$ cat config.mk
export PLATFORM = sky130hd
export DESIGN_NAME = fetch_stage_flat
export DESIGN_NICKNAME = d
export VERILOG_FILES = /design/src/rtl/fetch_stage_if.sv /design/src/rtl/fetch_stage.sv /design/src/flat_wrapper.sv
export SDC_FILE = /design/constraint.sdc
export NUM_CORES = 1
export LEC_CHECK = 0
export BUFFER_PORTS_ARGS = -buffer_cell sky130_fd_sc_hd__buf_2
export CORE_ASPECT_RATIO = 1.75
export CORE_MARGIN = 2
export CORE_UTILIZATION = 40
export CTS_CLUSTER_DIAMETER = 100
export CTS_CLUSTER_SIZE = 8
export DETAILED_ROUTE_END_ITERATION = 12
export PLACE_DENSITY = 0.76
export SKIP_CTS_REPAIR_TIMING = 1
export SLEW_MARGIN = 20
export SYNTH_ARGS = -nofsm -noshare
export SYNTH_HDL_FRONTEND = slang
export SYNTH_SLANG_ARGS = --single-unit
$ cat constraint.sdc
create_clock -name clk -period 1.62 [get_ports clk]
set_input_delay 0.162 -clock clk [delete_from_list [all_inputs] [get_ports clk]]
set_output_delay 0.162 -clock clk [all_outputs]
set_load 0.02 [all_outputs]
$ cat src/rtl/fetch_stage_if.sv
// Fetch-stage bus: instruction-memory port, EX-stage presentation and
// control-unit feedback. The master side is the fetch stage itself.
interface fetch_stage_if #(
    parameter int unsigned IMEM_AW = 12
);
    logic               stall_FETCH;
    logic [1:0]         pcsrc;
    logic [31:0]        pc_target;
    logic [IMEM_AW-1:0] imem_addr;
    logic [31:0]        imem_rdata;
    logic [31:0]        instr_EX;
    logic [31:0]        pc_EX;
    logic [31:0]        pc_plus4_EX;
    logic               stall_EX;
    logic               misalign_err;

    modport master (
        input  stall_FETCH, pcsrc, pc_target, imem_rdata,
        output imem_addr, instr_EX, pc_EX, pc_plus4_EX, stall_EX, misalign_err
    );

    modport slave (
        output stall_FETCH, pcsrc, pc_target, imem_rdata,
        input  imem_addr, instr_EX, pc_EX, pc_plus4_EX, stall_EX, misalign_err
    );
endinterface

$ cat src/rtl/fetch_stage.sv
// Instruction-fetch stage: owns the PC, drives a synchronous-read imem and
// applies jal/jalr redirects one cycle late through a registered target.
// Optional feature macro: FETCH_MISALIGN_TRAP_EN (misaligned redirect targets
// go to TRAP_PC and raise a sticky misalign_err).
module fetch_stage #(
    parameter logic [31:0] RESET_PC = 32'h0000_0000,
    parameter int unsigned IMEM_AW  = 12,
    parameter logic [31:0] TRAP_PC  = 32'h0000_0100
) (
    input  logic          clk,
    input  logic          rst_n,
    fetch_stage_if.master bus
);

`ifdef FETCH_MISALIGN_TRAP_EN
    localparam bit TRAP_EN = 1'b1;
`else
    localparam bit TRAP_EN = 1'b0;
`endif

    logic [31:0] pc_q, pc_d;
    logic [31:0] tgt_q, tgt_d;
    logic        boot_q;
    logic        redir_q, redir_d;
    logic        stall_q, stall_d;
    logic        redirect;
    logic        tgt_misaligned;

    // Next-state: redirect accept, next PC priority and squash generation
    always_comb begin
        redirect       = (bus.pcsrc != 2'd0) && !stall_q && !boot_q;
        tgt_misaligned = (bus.pc_target[1:0] != 2'b00);

        if (boot_q) begin
            pc_d = RESET_PC;
        end else if (redir_q) begin
            pc_d = tgt_q;
        end else begin
            pc_d = pc_q + 32'd4;
        end

        redir_d = redirect;
        tgt_d   = tgt_q;
        if (redirect) begin
            if (TRAP_EN && tgt_misaligned) begin
                tgt_d = TRAP_PC;
            end else begin
                tgt_d = bus.pc_target & 32'hFFFF_FFFC;
            end
        end

        // A squashed slot never squashes its successor
        stall_d = !boot_q && !stall_q && (redirect || bus.stall_FETCH);
    end

    // PC, boot, pending-redirect and squash registers
    always_ff @(posedge clk) begin
        if (!rst_n) begin
            pc_q    <= RESET_PC;
            boot_q  <= 1'b1;
            redir_q <= 1'b0;
            tgt_q   <= '0;
            stall_q <= 1'b1;
        end else begin
            pc_q    <= pc_d;
            boot_q  <= 1'b0;
            redir_q <= redir_d;
            tgt_q   <= tgt_d;
            stall_q <= stall_d;
        end
    end

`ifdef FETCH_MISALIGN_TRAP_EN
    logic err_q, err_d;

    // Sticky misaligned-target flag, cleared only by reset
    always_comb begin
        err_d = err_q | (redirect && tgt_misaligned);
    end

    // Error flag register
    always_ff @(posedge clk) begin
        if (!rst_n) begin
            err_q <= 1'b0;
        end else begin
            err_q <= err_d;
        end
    end

    assign bus.misalign_err = err_q;
`else
    assign bus.misalign_err = 1'b0;
`endif

    // imem address comes from state only, never from pc_target/pcsrc
    assign bus.imem_addr   = pc_d[IMEM_AW+1:2];
    assign bus.instr_EX    = bus.imem_rdata;
    assign bus.pc_EX       = pc_q;
    assign bus.pc_plus4_EX = pc_q + 32'd4;
    assign bus.stall_EX    = stall_q;

endmodule

$ cat src/flat_wrapper.sv
// flat-port wrapper written by rule: the top's interface ports become plain ports
module fetch_stage_flat 
#(
    parameter logic [31:0] RESET_PC = 32'h0000_0000,
    parameter int unsigned IMEM_AW  = 12,
    parameter logic [31:0] TRAP_PC  = 32'h0000_0100
)
  (clk, rst_n, bus_stall_FETCH, bus_pcsrc, bus_pc_target, bus_imem_rdata, bus_imem_addr, bus_instr_EX, bus_pc_EX, bus_pc_plus4_EX, bus_stall_EX, bus_misalign_err);
  fetch_stage_if #(.IMEM_AW(IMEM_AW)) bus_i ();
  input  logic clk;
  input  logic rst_n;
  input wire logic [$bits(bus_i.stall_FETCH)-1:0] bus_stall_FETCH;
  input wire logic [$bits(bus_i.pcsrc)-1:0] bus_pcsrc;
  input wire logic [$bits(bus_i.pc_target)-1:0] bus_pc_target;
  input wire logic [$bits(bus_i.imem_rdata)-1:0] bus_imem_rdata;
  output wire logic [$bits(bus_i.imem_addr)-1:0] bus_imem_addr;
  output wire logic [$bits(bus_i.instr_EX)-1:0] bus_instr_EX;
  output wire logic [$bits(bus_i.pc_EX)-1:0] bus_pc_EX;
  output wire logic [$bits(bus_i.pc_plus4_EX)-1:0] bus_pc_plus4_EX;
  output wire logic [$bits(bus_i.stall_EX)-1:0] bus_stall_EX;
  output wire logic [$bits(bus_i.misalign_err)-1:0] bus_misalign_err;
  assign bus_i.stall_FETCH = bus_stall_FETCH;
  assign bus_i.pcsrc = bus_pcsrc;
  assign bus_i.pc_target = bus_pc_target;
  assign bus_i.imem_rdata = bus_imem_rdata;
  assign bus_imem_addr = bus_i.imem_addr;
  assign bus_instr_EX = bus_i.instr_EX;
  assign bus_pc_EX = bus_i.pc_EX;
  assign bus_pc_plus4_EX = bus_i.pc_plus4_EX;
  assign bus_stall_EX = bus_i.stall_EX;
  assign bus_misalign_err = bus_i.misalign_err;
  fetch_stage #(.RESET_PC(RESET_PC), .IMEM_AW(IMEM_AW), .TRAP_PC(TRAP_PC)) u_core (.clk(clk), .rst_n(rst_n), .bus(bus_i));
endmodule
# ---- Yosys cells after proc, flatten, opt, wreduce, memory -nomap -nowiden
# Index checks and enable logic that the tools add are counted.
dict set report classes {
  reduce_logical 9
  add_sub_neg 1
  bitwise 1
  mux 3
}
# cell n
set ops {}
lappend ops {{adder 32 x 3 -> 32 bit, second input constant} 1}
lappend ops {{two-way mux 32 bit} 1}
lappend ops {{two-way mux 14 bit} 1}
lappend ops {{logical AND 1 bit} 4}
lappend ops {{logical NOT 1 bit} 2}
lappend ops {{nonzero test 2 bit} 1}
lappend ops {{OR reduction 2 bit} 1}
lappend ops {{logical OR 1 bit} 1}
lappend ops {{two-way mux 1 bit} 1}
lappend ops {{inverter 1 bit} 1}
dict set report word_totals {
  in_bits 69
  out_inout_bits 110
  wordCells 20
  register_bits 65
}

# ---- Longest topological paths before layout
dict set report logic_depth {
  ltp_word 5
  ltp_mapped 6
  ltp_nobuf 6
}

# ---- Worst setup path before layout
# Ideal clock, no wire load.
dict set report synth_timing {
  kind {register -> output}
  start {register u_core.pc_q[2], in the netlist u_core.bus.pc_EX[2]}
  end {output bus_imem_addr[10]}
  t_required_ns 1.458
  setup_slack_ns -0.766
  stages_incl_launch_ff 7
  arrival_time_ns 2.224
  n_path_buf 0
  path_cell_list {dfxtp_1 > ha_1 > nand3_1 > nor3_1 > xor2_1 > nor2_1 > nor3_1}
}
dict set report synth_between {
  elab_chain_len 3
}
# element line_no
set synth_rtl {}
lappend synth_rtl {{start, declared} fetch_stage.sv:21} ;# logic [31:0] pc_q, pc_d;
lappend synth_rtl {{start signal, assigned} fetch_stage.sv:65} ;# pc_q <= pc_d;
lappend synth_rtl {{adder 32 x 3 -> 32 bit} n/a}
lappend synth_rtl {{named net bus_pc_plus4_EX[12]} flat_wrapper.sv:19} ;# output wire logic [$bits(bus_i.pc_plus4_EX)-1:0] bus_pc_plus4_EX;
lappend synth_rtl {{two-way mux 32 bit} fetch_stage.sv:36} ;# end else if (redir_q) begin
lappend synth_rtl {{two-way mux 14 bit} fetch_stage.sv:34} ;# if (boot_q) begin
lappend synth_rtl {{end, declared} flat_wrapper.sv:16} ;# output wire logic [$bits(bus_i.imem_addr)-1:0] bus_imem_addr;
# The timed path passes the listed nets, and every way through them passes these cells.

# ---- Worst setup path after layout
dict set report layout_timing {
  start {register u_core.pc_q[2], in the netlist u_core.bus.pc_EX[2]}
  end {output bus_pc_plus4_EX[28]}
}
dict set report layout_between {
  elab_chain_len 1
}
# element line_no
set layout_rtl {}
lappend layout_rtl {{adder 32 x 3 -> 32 bit} fetch_stage.sv:99} ;# assign bus.pc_plus4_EX = pc_q + 32'd4;
lappend layout_rtl {{end, declared} flat_wrapper.sv:19}
# No other way between the ends.

==> results.json <==
{
  "status": "finished with violations",
  "failed_checks": "setup timing",
  "htree_levels": 3,
  "layout-area-overhead-vs-synth_pct": 59.1,
  "most_common_library_cell_in_the_layout_ignoring_fill_and_taps": "sky130_fd_sc_hd__buf_4",
  "combPwrFrac_pct": 10.5,
  "floorplan.initialDensity_pct": 40.8,
  "p_per_area_nw_per_um2": 774,
  "category_of_the_most_critical_setup_path": "reg2out",
  "swShare_pct": 23.8,
  "post_synth_instance_area_um2": 3180,
  "crit_path_top_delay_cell": "sky130_fd_sc_hd__dfxtp_4",
  "finish.instance_area_um2": 5060,
  "io_buffer_count": 111,
  "layout-drive-gt1-share_pct": 53.6,
  "clock-sinks": 65,
  "synth_sequential_area_ratio_pct": 40.9,
  "critPathTopFamily": "simple AND/OR/NAND/NOR gates",
  "clock_latency_ps": 330,
  "power_frac_clock_pct": 46.7,
  "dr.first_iter.drc_count": 152,
  "setup_slack_ps": -468,
  "cp-end-kind": "output pin",
  "drt-total-wl_mm": 10.6,
  "detail_routed_net_length_per_standard_cell_um": 17.0,
  "syn-mean-instance-area_um2": 8.11,
  "floorplan.die_area_um2": 8710,
  "layout_common_cells": "84 x sky130_fd_sc_hd__buf_4, 78 x sky130_fd_sc_hd__buf_2, 72 x sky130_fd_sc_hd__nand2_1",
  "synth_cell_types": 34,
  "via_per_inst": 5.29,
  "cp_slowest_stage_delay_ps": 370,
  "min_period_over_period_pct": 129,
  "yosys_register_bits": 65,
  "post-route-drc-count": 0,
  "min_period_ps": 2090,
  "finalCoreUtilization_pct": 64.9,
  "post-place-cells": 590,
  "grt_util_all_layers_pct": 21.9,
  "cp.required_ps": 1460,
  "core-area_um2": 7800,
  "stdcell_count": 627,
  "grt_setup_unrepaired": "yes",
  "fmax_ghz": 0.479,
  "fp.dieW_um": 71.4,
  "setup_viol_count_final": 47,
  "worst_r2r_endpoint": "u_core.bus.pc_EX[24]",
  "vias_in_the_first_global_route": 3158,
  "synthesis.instances": 392,
  "post-dp-hpwl_mm": 7.03,
  "global_route.overflow_total": 0,
  "clock_tree.root_cell": "sky130_fd_sc_hd__clkbuf_16",
  "finalClockSkew_ps": 8.04,
  "timing.critical_path.arrival_ps": 1930,
  "hold_violations": 0,
  "die_height_um": 122,
  "critical_path.startpoint": "u_core.bus.pc_EX[2]",
  "drt_first_pass_iters": 4,
  "cts_buffers": 9,
  "power.share.sequential_pct": 42.8,
  "timing.critical_path.from_type": "flop",
  "antenna_found_initial": 0,
  "clock_tree.buffer_depth": 2,
  "postRouteAntennaNets": 0,
  "clock_tree_from_tritoncts": "done",
  "maxCapViolCount": 0,
  "reg2regPathDepth": 8,
  "place.gp.congestion": 0.821,
  "nets": 602,
  "synth_fp_nets": 462,
  "critical_path_cell_count": 7,
  "sequence_of_cells_on_the_critical_path": "ha_4, nand3_4, nor4_4, buf_6, nand4_1, xnor2_2, buf_4",
  "fin_hold_ws_ps": 49.4,
  "standby_leakage_power_nw": 2.43,
  "setup_total_negative_slack_ps": -11550,
  "timing.critical_path.fanout_max": 8,
  "peakVddDrop_v": 0.000660,
  "ys_warn_count": 0,
  "critical_path.n_buffers_inverters": 2,
  "finalMaxSlewViolations": 0,
  "hold_path.startpoint": "bus_stall_FETCH",
  "internal_power_mw": 2.98,
  "placedInstanceArea_um2": 4210,
  "vias": 3315,
  "critPathCapture": "bus_pc_plus4_EX[28]",
  "p_switching_mw": 0.932,
  "grt_max_degree": 37,
  "count_of_antenna_diodes_in_the_layout": 0,
  "timing.rr.start": "u_core.bus.pc_EX[2]",
  "grt_pass1_wl_mm": 14.8,
  "reg_clk_slew_reported_paths_ps": 50,
  "io-pin-count": 179,
  "fillCellCount": 608,
  "holdCritPathClass": "in2reg",
  "placementRows": 43,
  "setup.reg_to_reg.worst_slack_ps": -180
}
-- how the worst min path moves through the flow --
| stage | end | cells past startpoint |
|---|---|---|
| global placement | bus_instr_EX[7] | 0 |
| global route | u_core.bus.stall_EX | 2 |
| detailed placement | bus_instr_EX[7] | 0 |
| finish | u_core.bus.stall_EX | 3 |
| CTS | u_core.bus.stall_EX | 3 |
| floorplan | u_core.bus.stall_EX | 1 |
-- routing by layer --
layer	up-vias	track usage (%)	share of wire (%)
li1	1557	-	-
met1	1555	23.1	35
met2	157	37.1	55
met4	0	16.9	4.6
met5	-	0	0
met3	46	4.88	5.8
-- power by group through the flow --
stage               logic (mW)  clock network (mW)  registers, mW
floorplan                0.312                   0           1.72
global placement         0.374                   0           1.70
detailed placement       0.379                   0           1.71
CTS                      0.381                1.86           1.67
global route             0.444                1.94           1.68
finish                   0.410                1.83           1.68
-- final cells by class --
type	instances	area [um2]	share of cell area, %
Clock buffer	11	233	4.60
Clock inverter	5	46.3	0.915
Inverter	5	18.8	0.371
Multi-Input combinational cell	268	2020	39.9
Sequential cell	65	1340	26.5
Tap cell	90	113	2.22
Timing Repair Buffer	183	1290	25.5
-- worst min-delay path: stages --
cell and delay [ps]:
sky130_fd_sc_hd__buf_2 70, sky130_fd_sc_hd__nand2_1 40, sky130_fd_sc_hd__nand3_1 60
-- state kept, by name, summed over array words and instances, names as in the netlist --
register and count:
u_core.bus.pc_EX 32, u_core.tgt_q 30, u_core.boot_q 1, u_core.redir_q 1, u_core.bus.stall_EX 1
-- kinds of logic after synthesis --
logic type / share of synthesized area (%)
compound gates: 12.6
xor+xnor: 7.71
fa+ha+maj: 0.393
buf+inv: 11.1
flops: 40.9
mux: 2.52
other cells: 0.118
simple gates: 24.7
-- cells in the mapped netlist --
| cell | number | area, um2 |
|---|---|---|
| sky130_fd_sc_hd__clkbuf_1 | 15 | 56.3 |
| sky130_fd_sc_hd__ha_1 | 1 | 12.5 |
| sky130_fd_sc_hd__buf_4 | 35 | 263 |
| sky130_fd_sc_hd__clkinv_1 | 1 | 3.75 |
| sky130_fd_sc_hd__nor2_1 | 35 | 131 |
| sky130_fd_sc_hd__nand4_4 | 1 | 21.3 |
| sky130_fd_sc_hd__o31ai_1 | 1 | 7.51 |
| sky130_fd_sc_hd__inv_1 | 3 | 11.3 |
| sky130_fd_sc_hd__inv_2 | 1 | 3.75 |
| sky130_fd_sc_hd__and4_1 | 2 | 17.5 |
| sky130_fd_sc_hd__nor4b_1 | 1 | 8.76 |
| sky130_fd_sc_hd__nand3_1 | 12 | 60.1 |
| sky130_fd_sc_hd__nor4_4 | 2 | 42.5 |
| sky130_fd_sc_hd__o211a_1 | 3 | 30.0 |
| sky130_fd_sc_hd__o21ba_2 | 10 | 100 |
| sky130_fd_sc_hd__nand3_2 | 1 | 10.0 |
| sky130_fd_sc_hd__mux2i_1 | 8 | 80.1 |
| sky130_fd_sc_hd__nand2_1 | 73 | 274 |
| sky130_fd_sc_hd__xnor2_1 | 17 | 149 |
| sky130_fd_sc_hd__conb_1 | 1 | 3.75 |
| sky130_fd_sc_hd__nand2b_1 | 4 | 25.0 |
| sky130_fd_sc_hd__nand4_1 | 9 | 56.3 |
| sky130_fd_sc_hd__a21oi_1 | 31 | 155 |
| sky130_fd_sc_hd__and3_1 | 7 | 43.8 |
| sky130_fd_sc_hd__a211oi_1 | 2 | 15.0 |
| sky130_fd_sc_hd__o21a_1 | 1 | 7.51 |
| sky130_fd_sc_hd__nor3_1 | 15 | 75.1 |
| sky130_fd_sc_hd__nor2b_1 | 1 | 6.26 |
| sky130_fd_sc_hd__nor4_1 | 2 | 12.5 |
| sky130_fd_sc_hd__o21ai_1 | 1 | 5.00 |
| sky130_fd_sc_hd__o21ai_0 | 16 | 80.1 |
| sky130_fd_sc_hd__dfxtp_1 | 65 | 1300 |
| sky130_fd_sc_hd__xor2_1 | 11 | 96.3 |
| sky130_fd_sc_hd__buf_1 | 4 | 15.0 |
-- through the flow --
stage / worst slack, ps / power [mW]
after global routing: -531 / 4.06
after global placement: -92.7 / 2.08
after detailed placement: -144 / 2.08
after CTS: -509 / 3.91
after floorplan: -201 / 2.03
final: -468 / 3.92
(Power assumes the default switching activity.)
